<file path="config.mk">
export PLATFORM = sky130hd
export DESIGN_NAME = mux_tree_pipelined_flat
export DESIGN_NICKNAME = d
export VERILOG_FILES = /design/src/rtl/mux_tree_pipelined_if.sv /design/src/rtl/mux_tree_pipelined.sv /design/src/flat_wrapper.sv
export SDC_FILE = /design/constraint.sdc
export NUM_CORES = 1
export LEC_CHECK = 0
export BUFFER_PORTS_ARGS = -buffer_cell sky130_fd_sc_hd__clkbuf_2
export CORE_UTILIZATION = 50
export DETAILED_ROUTE_END_ITERATION = 10
export PLACE_DENSITY = 0.89
export SLEW_MARGIN = 0
export SYNTH_ARGS = -nofsm -noshare
export SYNTH_HDL_FRONTEND = slang
export SYNTH_SLANG_ARGS = --single-unit
</file>
<file path="constraint.sdc">
create_clock -name clk -period 1.9 [get_ports clk]
set_input_delay 0.38 -clock clk [delete_from_list [all_inputs] [get_ports clk]]
set_output_delay 0.38 -clock clk [all_outputs]
set_load 0.01 [all_outputs]
</file>
<file path="src/rtl/mux_tree_pipelined_if.sv">
// Request/response bundle for the pipelined N:1 word selector.
// master drives requests and pipeline advance; slave returns the selected word.
interface mux_tree_pipelined_if #(
  parameter int unsigned N_IN  = 64,
  parameter int unsigned WIDTH = 1
);
  localparam int unsigned SEL_W = $clog2(N_IN);

  logic                    en;
  logic                    in_valid;
  logic [SEL_W-1:0]        sel;
  logic [N_IN*WIDTH-1:0]   din;
  logic                    out_valid;
  logic [WIDTH-1:0]        dout;

  modport master (
    output en,
    output in_valid,
    output sel,
    output din,
    input  out_valid,
    input  dout
  );

  modport slave (
    input  en,
    input  in_valid,
    input  sel,
    input  din,
    output out_valid,
    output dout
  );
endinterface

</file>
<file path="src/rtl/mux_tree_pipelined.sv">
// N:1 WIDTH-bit selector built as a binary tree of 2:1 levels, registered every
// LVL_PER_STG levels. Latency is ceil(SEL_W / LVL_PER_STG) enabled cycles.
module mux_tree_pipelined #(
  parameter int unsigned N_IN        = 64,
  parameter int unsigned WIDTH       = 1,
  parameter int unsigned LVL_PER_STG = 2
) (
  input  logic                  clk,
  input  logic                  reset,
  mux_tree_pipelined_if.slave   bus
);
  localparam int unsigned SEL_W  = $clog2(N_IN);
  localparam int unsigned STAGES = (SEL_W + LVL_PER_STG - 1) / LVL_PER_STG;
  localparam int unsigned LEAVES = 1 << SEL_W;

  // Leaves beyond N_IN read as zero, so out-of-range selects return 0.
  logic [LEAVES*WIDTH-1:0] din_pad;
  always_comb begin
    din_pad = '0;
    din_pad[N_IN*WIDTH-1:0] = bus.din;
  end

  for (genvar s = 0; s < STAGES; s++) begin : g_stg
    localparam int unsigned LO = s * LVL_PER_STG;
    localparam int unsigned HI = (LO + LVL_PER_STG < SEL_W) ? LO + LVL_PER_STG : SEL_W;
    localparam int unsigned NI = LEAVES >> LO;
    localparam int unsigned NO = LEAVES >> HI;

    logic [NI*WIDTH-1:0] cand_in;
    logic [NI*WIDTH-1:0] cand_tmp;
    logic [SEL_W-1:0]    sel_in;
    logic                valid_in;
    logic [NO*WIDTH-1:0] data_d, data_q;
    logic [SEL_W-1:0]    sel_d, sel_q;
    logic                valid_d, valid_q;

    if (s == 0) begin : g_src
      assign cand_in  = din_pad;
      assign sel_in   = bus.sel;
      assign valid_in = bus.in_valid;
    end else begin : g_src
      assign cand_in  = g_stg[s-1].data_q;
      assign sel_in   = g_stg[s-1].sel_q;
      assign valid_in = g_stg[s-1].valid_q;
    end

    // In-place reduction: slot j is written only after slots 2j and 2j+1 are read.
    always_comb begin
      cand_tmp = cand_in;
      for (int unsigned lvl = LO; lvl < HI; lvl++) begin
        for (int unsigned j = 0; j < (LEAVES >> (lvl + 1)); j++) begin
          cand_tmp[j*WIDTH +: WIDTH] = sel_in[lvl] ? cand_tmp[(2*j+1)*WIDTH +: WIDTH]
                                                   : cand_tmp[(2*j)*WIDTH +: WIDTH];
        end
      end
      data_d = cand_tmp[NO*WIDTH-1:0];
      sel_d  = '0;
      for (int unsigned i = HI; i < SEL_W; i++) begin
        sel_d[i] = sel_in[i];
      end
      valid_d = valid_in;
    end

    always_ff @(posedge clk) begin
      if (reset) begin
        data_q  <= '0;
        sel_q   <= '0;
        valid_q <= 1'b0;
      end else if (bus.en) begin
        data_q  <= data_d;
        sel_q   <= sel_d;
        valid_q <= valid_d;
      end
    end
  end

  assign bus.dout      = g_stg[STAGES-1].data_q;
  assign bus.out_valid = g_stg[STAGES-1].valid_q;
endmodule

</file>
<file path="src/flat_wrapper.sv">
// flat-port wrapper written by rule: the top's interface ports become plain ports
module mux_tree_pipelined_flat 
#(
  parameter int unsigned N_IN        = 64,
  parameter int unsigned WIDTH       = 1,
  parameter int unsigned LVL_PER_STG = 2
)
  (clk, reset, bus_en, bus_in_valid, bus_sel, bus_din, bus_out_valid, bus_dout);
  mux_tree_pipelined_if #(.N_IN(N_IN), .WIDTH(WIDTH)) bus_i ();
  input  logic clk;
  input  logic reset;
  input wire logic [$bits(bus_i.en)-1:0] bus_en;
  input wire logic [$bits(bus_i.in_valid)-1:0] bus_in_valid;
  input wire logic [$bits(bus_i.sel)-1:0] bus_sel;
  input wire logic [$bits(bus_i.din)-1:0] bus_din;
  output wire logic [$bits(bus_i.out_valid)-1:0] bus_out_valid;
  output wire logic [$bits(bus_i.dout)-1:0] bus_dout;
  assign bus_i.en = bus_en;
  assign bus_i.in_valid = bus_in_valid;
  assign bus_i.sel = bus_sel;
  assign bus_i.din = bus_din;
  assign bus_out_valid = bus_i.out_valid;
  assign bus_dout = bus_i.dout;
  mux_tree_pipelined #(.N_IN(N_IN), .WIDTH(WIDTH), .LVL_PER_STG(LVL_PER_STG)) u_core (.clk(clk), .reset(reset), .bus(bus_i));
endmodule
</file>
; ---- After elaboration in Yosys (flattened, before gate mapping)
; Cells that the tools add are included.
[totals]
register_bits = 30
inputBits = 74
output_inout_bits = 2
word_cells = 71
[classes]
mux = 63
[op_table]
columns = operator, n
row1 = $mux 1, 63

; ---- Depth between registers and ports, before layout
[depth]
depth_word = 2
depth_mapped = 5
mapped_depth_nobuf = 2

; ---- Worst setup path before layout
; No wires, ideal clock.
[synth_timing]
kind = in2reg
from = input bus_en
to = register u_core.g_stg[0].data_q[10]
setup_time_ps = 79
t_arrival_ps = 1220
required_ps = 1821
slack_ps = 602
path_stages = 5
path_buffers = 3
path_cell_list = buf_4 or3b_1 buf_2 buf_6 o221ai_2
[synth_lines]
columns = element, line_no
row1 = from (decl), flat_wrapper.sv:12  ; input wire logic [$bits(bus_i.en)-1:0] bus_en;
row2 = to (signal assigned), mux_tree_pipelined.sv:70  ; data_q <= data_d;
row3 = to (decl), mux_tree_pipelined.sv:33  ; logic [NO*WIDTH-1:0] data_d, data_q;

==> out/results.tsv <==
stage	metric	value	unit
outcome	status	completed	
sta	RSZ-0062 raised after global routing	false	
cells_and_area	fin cells	271	
placement	routability congestion estimate	0.803	
clock_tree	Max Root-Sink Buffers	2	
clock_tree	clock sinks	30	
logic_synthesis	syn_nets	227	
grt	total track usage	21.3	%
logic_synthesis	register bit total from synthesis	30	
cells_and_area	layout cells sized above 1	53.3	%
grt	GRT met3 Usage	6.82	%
detailed_routing	Vias	1449	
clock_tree	H-tree Lvls	2	
clock_tree	CTS tree	yes	
detailed_routing	drt wl/cell	13.3	µm
sta	Slew headroom	52.5	%
die	row cnt	20	
grt	met1 GRT Util	23.1	%
clock_tree	hold buffers post-CTS	0	
sta	Worst-Margin Slew	713	ps
power_and_ir_drop	Pwr Total	0.00135	W
cells_and_area	commonest non-fill, non-tap cells in the layout	clkbuf_2, mux2i_1, dfxtp_1	
grt	initial antenna violation count	0	
clock_tree	post-cts sizing count	0	
detailed_routing	drt via density	5.35	
sta	Slew Limit Fails	0	
clock_tree	number of buffers created by CTS	5	
detailed_routing	DRC viols	0	
die	I/O Pins	76	
sta	Hold Vio Cnt, Final	0	
cells_and_area	ANT cells	0	
min_path	Hold Path Class	primary input to register	
detailed_routing	Final Routed Wirelength	3590	µm
logic_synthesis	Yosys cell types	12	
sta	Worst Skew	7.50	ps
grt	met2 usage	38.8	%
flow_run	MaxCap Viol Count	0	
cells_and_area	area delta synth->final	26.5	%
logic_synthesis	Syn Area/Cell	11.2	µm²
detailed_routing	post-route ant nets	0	
die	Die X	60.4	µm
clock_tree	post-CTS setup buffer count	0	
logic_synthesis	Syn Inst Count	153	
power_and_ir_drop	Pwr per Cell Area	627	nW/µm²
die	die area	3650	µm²
die	Chip Height	60.4	µm
grt	largest net degree at the start of global routing	33	
logic_synthesis	register area share after synthesis	35.2	%
die	Core ar.	3150	µm²
critical_path	Critical Path Fanout Max	16	
critical_path	Worst Setup Start Kind	primary input	
detailed_routing	initial DRC count	28	
sta	final period utilization	72.9	%
grt	number of global-route vias before repair	1405	
clock_tree	Worst-Skew Late Latency	330	ps
placement	DP Worst Slack	191	ps
clock_tree	root buffer cell	clkbuf_4	
sta	Setup TNS	0	ps
sta	Setup WS post-layout	515	ps
cells_and_area	footprint of the multi-input gates	1020	µm²
sta	fmax	722	MHz
cells_and_area	Nets	300	
placement	HPWL after DPL	2660	µm
grt	grt total ovfl	0	
power_and_ir_drop	Max VDD drop	0.442	mV
cells_and_area	post-layout util	68.5	%
logic_synthesis	Syn. warnings	0	
cells_and_area	commonest non-fill, non-tap cell in the layout	clkbuf_2	
sta	Setup violations, final	0	
die	initial core utilization	54.1	%
critical_path	Worst EP required	2140	ps
critical_path	Worst setup EP type	register	
placement	dpl cells	263	
cells_and_area	register area	601	µm²
critical_path	Crit Path Class	primary input to register	
sta	min Tclk post-route	1390	ps
grt	global route hottest layer	met2	
critical_path	Critical Path AT	1630	ps
cells_and_area	# fillers	260	
grt	first-pass GRT wire length	5760	µm
power_and_ir_drop	Static Leak	1.01	nW
detailed_routing	detailed-router iteration count before antenna repair	4	
placement	Port-buffer cells	75	
clock_tree	clk slew on worst S/H paths	100	ps
logic_synthesis	synthesized cell area	1710	µm²
kinds of logic after synthesis:
group,share of synthesized area (%)
muxes,29.9
buffers and inverters,4.84
AOI/OAI and AO/OA,14.4
and+or+nand+nor,15.6
DFF,35.2
state kept, by name (all words and copies together) (netlist names):
register	flops
u_core.g_stg.valid_q	2
u_core.g_stg.sel_q	6
u_core.bus.dout	1
u_core.bus.out_valid	1
u_core.g_stg.data_q	20
final cells by class:
| cell class | count | share of cell area (%) |
|---|---|---|
| tap | 44 | 2.55 |
| clock buffer | 7 | 2.55 |
| clock inverter | 1 | 0.232 |
| timing repair buffer | 81 | 19.5 |
| multi-input combinational | 108 | 47.4 |
| sequential | 30 | 27.8 |
critical path, cell delays in order:
cell and delay, ps:
clkbuf_2 250, or3b_1 690, o221ai_1 300
power breakdown:
group	internal, W	leakage [nW]	switching (W)
combinational	0.000150	0.729	0.000111
sequential	0.000669	0.246	0.0000247
clock	0.000179	0.0353	0.000221
synthesized netlist by cell type (all sizes together):
cell    number  area [µm²]
o221ai      21         246
clkbuf       5        18.8
buf         10        63.8
or3b        24         210
mux2i       51         510
nor2         9        33.8
dfxtp       30         601
nand3b       3        22.5
stage by stage:
stage / instance area (µm²) / hold WS (ps)
final: 2160 / 268
after global routing: 2160 / 260
after CTS: 2160 / 259
after detailed placement: 2100 / 489
after global placement: 2100 / 477
after floorplan: 1710 / 460
worst paths after layout:
path,to,cells after the start,startpoint,slack [ps]
max,u_core.g_stg[0].data_q[15],3,bus_en,510
min,u_core.g_stg[1].valid_q,2,reset,270
max reg2reg,u_core.g_stg[1].data_q[1],2,u_core.g_stg[0].sel_q[3],760
min reg2reg,u_core.g_stg[0].sel_q[5],2,u_core.g_stg[0].sel_q[5],510
per-layer routing:
| metal | vias up | part of all wire [%] |
|---|---|---|
| met1 | 656 | 42 |
| met3 | 4 | 7.3 |
| met4 | 0 | 0.97 |
| met5 | - | 0 |
| met2 | 51 | 50 |
| li1 | 738 | - |
(Power assumes the default switching activity.)
